<file path="src/rtl/aes_pkg.sv">
// Shared AES constants and GF(2^8) helpers for the byte-serial datapath stages.
package aes_pkg;

    localparam logic [7:0] AES_POLY    = 8'h1B;
    localparam int         STATE_BYTES = 16;
    localparam int         COL_BYTES   = 4;
    localparam int         STATE_COLS  = STATE_BYTES / COL_BYTES;

    typedef enum logic {
        IDLE,
        EMIT
    } emit_state_t;

    // Multiply by x (i.e. by 2) in GF(2^8); poly is the low byte of the field polynomial.
    function automatic logic [7:0] xtime(input logic [7:0] x, input logic [7:0] poly = AES_POLY);
        return {x[6:0], 1'b0} ^ (x[7] ? poly : 8'h00);
    endfunction

    function automatic logic [7:0] mul3(input logic [7:0] x, input logic [7:0] poly = AES_POLY);
        return xtime(x, poly) ^ x;
    endfunction

endpackage

</file>
<file path="src/rtl/mixcol_column.sv">
// Combinational MixColumns transform of one 4-byte column; row 0 sits in the top byte.
module mixcol_column
    import aes_pkg::*;
#(
    parameter logic [7:0] POLY = AES_POLY
) (
    input  logic [31:0] col_in,
    output logic [31:0] col_out
);

    logic [7:0] a0, a1, a2, a3;
    logic [7:0] r0, r1, r2, r3;

    assign a0 = col_in[31:24];
    assign a1 = col_in[23:16];
    assign a2 = col_in[15:8];
    assign a3 = col_in[7:0];

    always_comb begin
        r0 = xtime(a0, POLY) ^ mul3(a1, POLY) ^ a2 ^ a3;
        r1 = a0 ^ xtime(a1, POLY) ^ mul3(a2, POLY) ^ a3;
        r2 = a0 ^ a1 ^ xtime(a2, POLY) ^ mul3(a3, POLY);
        r3 = mul3(a0, POLY) ^ a1 ^ a2 ^ xtime(a3, POLY);
    end

    assign col_out = {r0, r1, r2, r3};

endmodule

</file>
<file path="src/rtl/mixcolumns_serial.sv">
// Byte-serial MixColumns: gathers column-major bytes into columns and streams the
// transformed (or bypassed) column back out one byte per cycle.
module mixcolumns_serial
    import aes_pkg::*;
#(
    parameter logic [7:0] POLY = AES_POLY
) (
    input  logic       clock,
    input  logic       reset,
    input  logic [7:0] inbyte,
    input  logic       enable,
    input  logic       bypass,
    output logic [7:0] outbyte,
    output logic       ready,
    output logic       last
);

    logic [1:0]  row_cnt;
    logic [1:0]  col_cnt;
    logic [1:0]  emit_k;
    logic [7:0]  collect [0:COL_BYTES-2];
    logic        bypass_lat;
    logic [7:0]  emit_buf [0:COL_BYTES-1];
    logic        col3_tag;
    logic        completion;
    logic [31:0] column;
    logic [31:0] mixed;
    logic [31:0] result;

    emit_state_t state, state_next;

    // Row 3 is never stored: it feeds the transform straight from the input port.
    assign completion = enable && (row_cnt == 2'd3);
    assign column     = {collect[0], collect[1], collect[2], inbyte};
    assign result     = bypass_lat ? column : mixed;

    mixcol_column #(
        .POLY(POLY)
    ) u_column (
        .col_in (column),
        .col_out(mixed)
    );

    always_ff @(posedge clock) begin
        if (reset) begin
            state <= IDLE;
        end else begin
            state <= state_next;
        end
    end

    always_comb begin
        state_next = state;
        case (state)
            IDLE: if (completion) state_next = EMIT;
            EMIT: if (emit_k == 2'd3 && !completion) state_next = IDLE;
            default: state_next = IDLE;
        endcase
    end

    always_ff @(posedge clock) begin
        if (reset) begin
            row_cnt    <= 2'd0;
            col_cnt    <= 2'd0;
            emit_k     <= 2'd0;
            bypass_lat <= 1'b0;
            col3_tag   <= 1'b0;
            for (int i = 0; i < COL_BYTES - 1; i++) collect[i] <= 8'h00;
            for (int i = 0; i < COL_BYTES; i++) emit_buf[i] <= 8'h00;
        end else begin
            if (enable) begin
                row_cnt <= row_cnt + 2'd1;
                case (row_cnt)
                    2'd0: begin
                        collect[0] <= inbyte;
                        bypass_lat <= bypass;
                    end
                    2'd1: collect[1] <= inbyte;
                    2'd2: collect[2] <= inbyte;
                    default: ;
                endcase
            end
            // A fresh column can only arrive as the previous one finishes, so it restarts k.
            if (completion) begin
                emit_buf[0] <= result[31:24];
                emit_buf[1] <= result[23:16];
                emit_buf[2] <= result[15:8];
                emit_buf[3] <= result[7:0];
                col3_tag    <= (col_cnt == 2'(STATE_COLS - 1));
                col_cnt     <= col_cnt + 2'd1;
                emit_k      <= 2'd0;
            end else if (state == EMIT) begin
                emit_k <= emit_k + 2'd1;
            end
        end
    end

    always_comb begin
        ready   = (state == EMIT);
        outbyte = ready ? emit_buf[emit_k] : 8'h00;
        last    = ready && (emit_k == 2'd3) && col3_tag;
    end

endmodule

</file>
<file path="config.mk">
export PLATFORM = sky130hd
export DESIGN_NAME = mixcolumns_serial
export DESIGN_NICKNAME = d
export VERILOG_FILES = /design/src/rtl/aes_pkg.sv /design/src/rtl/mixcol_column.sv /design/src/rtl/mixcolumns_serial.sv
export SDC_FILE = /design/constraint.sdc
export NUM_CORES = 1
export LEC_CHECK = 0
export ABC_AREA = 1
export BUFFER_PORTS_ARGS = -buffer_cell sky130_fd_sc_hd__buf_2
export CAP_MARGIN = 20
export CORE_UTILIZATION = 60
export CTS_CLUSTER_SIZE = 12
export DETAILED_ROUTE_END_ITERATION = 10
export PLACE_DENSITY_LB_ADDON = 0.05
export SYNTH_ARGS = -nofsm -noshare
export SYNTH_HDL_FRONTEND = slang
export SYNTH_SLANG_ARGS = --single-unit
export TNS_END_PERCENT = 10
</file>
<file path="constraint.sdc">
create_clock -name clock -period 2 [get_ports clock]
set_input_delay 0.1 -clock clock [delete_from_list [all_inputs] [get_ports clock]]
set_output_delay 0.1 -clock clock [all_outputs]
set_load 0.005 [all_outputs]
</file>
Yosys cells after proc, flatten, opt, wreduce, memory -nomap -nowiden
Memory sizes are Yosys's and may differ from the RTL's. A register that Yosys moved wholly into a read port is not among the register bits.
Index checks and enable logic that the tools add are counted.
{"block": "word_totals", "ramBits": 56, "register_bits": 9, "inputBits": 12, "out_inout_bits": 10, "n_memories": 2}
{"block": "op_classes", "n_bitwise": 28, "n_reduce_logical": 8, "eq_ne": 5, "n_addsub": 3, "n_mux": 34}
{"memory": "emit_buf", "words": 4, "width": 8, "read_ports": 1, "rd_ports_with_merged_regs": 1, "write_ports": 4, "line_no": "mixcolumns_serial.sv:23", "rtl": "logic [7:0] emit_buf [0:COL_BYTES-1];"}
{"memory": "collect", "words": 3, "width": 8, "read_ports": 3, "rd_ports_with_merged_regs": 0, "write_ports": 3, "line_no": "mixcolumns_serial.sv:21", "rtl": "logic [7:0] collect [0:COL_BYTES-2];"}
{"operator": "$xor A8 B8 Y8", "n": 18}
{"operator": "$mux W8", "n": 8}
{"operator": "$mux W32", "n": 1}
{"operator": "$mux W5", "n": 4}
{"operator": "$mux W1", "n": 18}
{"operator": "$xor A8 B5 Y8", "n": 2}
{"operator": "$eq A2 B2 Y1 const B", "n": 4}
{"operator": "$or A1 B1 Y1", "n": 7}
{"operator": "$add A2 B1 Y2 const B", "n": 3}
{"operator": "$logic_and A1 B1 Y1", "n": 4}
{"operator": "$mux W2", "n": 2}
{"operator": "$eq A2 B1 Y1 const B", "n": 1}
{"operator": "$logic_not A2 Y1", "n": 1}
{"operator": "$pmux W1 S2", "n": 1}
{"operator": "$reduce_and A2 Y1", "n": 1}
{"operator": "$reduce_or A2 Y1", "n": 1}
{"operator": "$logic_not A1 Y1", "n": 1}
{"operator": "$not A1 Y1", "n": 1}

Logic depth before layout (Yosys ltp)
An unclocked memory read counts as a cell.
{"block": "logic_depth", "ltp_word": 9, "depth_mapped": 11, "depth_no_buf": 10}

Cells and area by module
From an unflattened synthesis, not the netlist that was laid out.
{"block": "unflattened", "cells_unflattened": 826, "hier_area_um2": 5293.8}
{"module": "mixcolumns_serial", "area_per_inst_um2": 3357.0, "seq_area_each_um2": 1901.8, "cells_each": 396, "n_inst": 1}
{"module": "mixcol_column", "area_per_inst_um2": 1936.9, "seq_area_each_um2": 0.0, "cells_each": 430, "n_inst": 1}

Worst setup path before layout
Ideal clock, no wire load.
{"block": "synth_timing", "path_kind": "register to register", "from": "register row_cnt[0]", "to": "memory emit_buf[0][0], enable pin", "path_buffers": 0, "setup_ns": 0.393, "arrival_time_ns": 1.350, "path_slack_ns": 0.258, "t_required_ns": 1.607, "stages_incl_launch_ff": 4, "path_cell_list": "dfxtp_1 ha_1 nand2_2 nand2_1"}
{"element": "from (decl)", "line_no": "mixcolumns_serial.sv:18", "rtl": "logic [1:0] row_cnt;"}
{"element": "from (signal assigned)", "line_no": "mixcolumns_serial.sv:72", "rtl": "row_cnt <= row_cnt + 2'd1;"}
{"element": "to (decl)", "line_no": "mixcolumns_serial.sv:23"}

==> impl_metrics.yaml <==
pwr:
  internal-power_mw: 2.474
  powerDensity_nw_per_um2: 676.9
  switching_share_pct: 33.14
  p_clk_share_pct: 29.6
  p_leak_nw: 3.042
  peakVddDrop_v: 0.0004774
  p_seq_share_pct: 46.0
  switchingPower_mw: 1.226
  comb_power_share_pct: 24.5
clock_network:
  cts_root_buf: "clkbuf_8"
  clock_sinks: 67
  htreeDepth: 3
  cts_tree: "yes"
  cts_buffer_depth: 2
  post_cts_buffers: 0
  cts.clk_slew.worst_paths_ns: 0.08
  numCtsBuffers: 9
  insertion_delay_ns: 0.35
  post_cts_resized: 0
final_layout:
  multi_input_area_um2: 2644
  layout-drive-gt1-share_pct: 8.272
  fin_area_um2: 5465
  antennaDiodeCount: 0
  final_common_cell: "nand2_1"
  nNetsFinal: 823
  nFillCells: 732
  regArea_um2: 1902
  syn_to_final_growth_pct: 8.146
  layout_common_cells: "376 x nand2_1, 83 x inv_1, 71 x nand3_1"
sta:
  setup_viol: 0
  slew_headroom_pct: 48.82
  drv_slew: 0
  post-route-period-util_pct: 88.73
  period_minus_slack_ns: 1.775
  rsz0062_at_grt: "false"
  finalSetupTns_ns: 0
  tightestPinTransition_ns: 0.7642
  clock_skew_ns: 0.01570
  fmax_mhz: 563.5
  final_hold_viol_count: 0
worst_hold_path:
  hold_path_class: "input port to flip-flop"
  whs_path_depth: 2
synth:
  syn-cell-area_um2: 5054
  ys_ff_latch: 67
  synth_xor_area_share_pct: 2.426
  synth_mux_area_share_pct: 0
  synth.distinct_cells: 24
  synth-adder-area-share_pct: 1.486
  ys_seq_area_share_pct: 37.63
  synthSimpleGateAreaFrac_pct: 39.96
  yosys_warnings: 0
  synth_top_family_by_area: "simple AND/OR/NAND/NOR gates"
  synth_nets: 809
  postSynthCellCount: 791
  syn_area_per_cell_um2: 6.389
  synth_compound_area_share_pct: 8.443
setup_path:
  startpoint_type: "flip-flop"
  cp.depth: 8
  critPathMaxFanout: 19
  crit_path_max_incr_delay_ns: 0.34
  setup.worst_path.class: "flip-flop to flip-flop"
  cp-end-kind: "flip-flop"
  crit_chain: "ha_1 -> nand2_2 -> nor2_4 -> inv_2 -> buf_12 -> a21oi_1 -> nand2_1 -> inv_1"
  crit_required_ns: 2.09
  cp.arrival_ns: 1.87
  path_delay_family: "buffers and inverters"
  crit_buf_inv: 3
  ff2ff_path_depth: 8
  cpMaxStageDelayCell: "dfxtp_1"
detailed_routing:
  num_vias: 4867
  viasPerCell: 5.319
  ant_nets: 0
  wl_met3_um: 790
  wl_met2_um: 5524
  wl_met1_um: 5807
  drc_errors: 2
  drt_iter0_markers: 425
  wl_per_cell_um: 13.40
  topRoutingLayerUsed: "met4"
  firstDrtPassIters: 10
  drt_wl_total_um: 12260
die:
  initial_core_util_pct: 61.82
  coreArea_um2: 8175
  chipWidth_um: 93.78
  ios: 22
  die_y_um: 93.78
  num_rows: 33
  die-area_um2: 8794
run_status:
  status: "complete, but fails checks"
  violations: "DRC"
grt:
  grtUsageTotal_pct: 30.08
  first_global_vias: 4531
  grt_max_degree: 37
  grt_pass1_wl_um: 20460
  antenna_found_initial: 0
  grt_overflow: 0
placed_design:
  routabilityCongestion: 0.8814
  portBuffers: 21
  dp_hpwl_um: 9262
  place_area_um2: 5259
flow_run:
  drv_cap: 0
## final cells by class
| cell class | count | share of cell area [%] |
|---|---|---|
| tap | 105 | 2.404 |
| inverter | 93 | 6.387 |
| sequential | 67 | 34.80 |
| clock inverter | 5 | 0.6181 |
| timing repair buffer | 34 | 4.441 |
| clock buffer | 11 | 2.976 |
| multi-input combinational | 600 | 48.37 |
## per-layer routing
layer,global-route usage (%),vias to the layer above
met5,0,-
met4,9.872,0
met3,4.693,13
met2,48.24,169
met1,41.49,2172
li1,-,2513
## cell usage after synthesis (all sizes together)
cell type | number | share of area [%]
a21oi | 46 | 5.3
a31oi | 1 | 0.12
buf | 20 | 2.2
clkbuf | 11 | 0.92
clkinv | 4 | 0.30
dfxtp | 11 | 4.4
edfxtp | 56 | 33
ha | 6 | 1.5
inv | 89 | 6.6
nand2 | 377 | 28
nand3 | 71 | 7.0
nand3b | 8 | 1.2
nand4 | 1 | 0.12
nor2 | 46 | 3.6
o21ai | 29 | 2.9
o31ai | 1 | 0.15
xnor2 | 4 | 0.69
xor2 | 10 | 1.7
## what timing repair did
action	in CTS	in global routing
hold endpoints to repair	1	0
setup endpoints to repair	0	0
hold buffers	1	0
## flip-flops by register name (all words and copies together), names as in the netlist, named ones only
register    flops
emit_buf       32
collect        24
col_cnt         2
emit_k          2
row_cnt         2
bypass_lat      1
col3_tag        1
ready           1
## power groups by stage
stage	sequential (mW)	combinational, mW	clock (mW)
floorplan	1.68	0.719	0
global placement	1.73	0.860	0
detailed placement	1.73	0.886	0
CTS	1.70	0.893	1.10
global route	1.71	1.05	1.15
finish	1.70	0.905	1.09
## metrics by stage
stage | hold WS, ns | utilization (%) | instances | power [mW] | setup slack, ns
after global routing | 0.01106 | 66.85 | 915 | 3.909 | 0.1131
after global placement | 0.3579 | 64.33 | 898 | 2.586 | 0.2790
after detailed placement | 0.3549 | 64.33 | 898 | 2.616 | 0.2651
final | 0.009816 | 66.85 | 915 | 3.699 | 0.2255
after floorplan | 0.2050 | - | 791 | 2.400 | 0.2575
after CTS | 0.003943 | 66.85 | 915 | 3.691 | 0.2519
## path summary, 6_finish.rpt
path	start	endpoint	slack, ns
worst min-delay path	reset	ready	0.01
worst min register to register	col_cnt[0]	col_cnt[0]	0.48
worst max register to register	row_cnt[0]	emit_buf[0][4]	0.23
worst max-delay path	row_cnt[0]	emit_buf[0][4]	0.23
## cells by family (layout without fill, tap and decap cells)
group,count (synthesis),count (layout)
xor+xnor,14,14
flops,67,67
buf+inv,124,143
simple gates,503,503
compound gates,77,77
fa+ha+maj,6,6
Note: power is estimated with default switching activity, not from simulation.
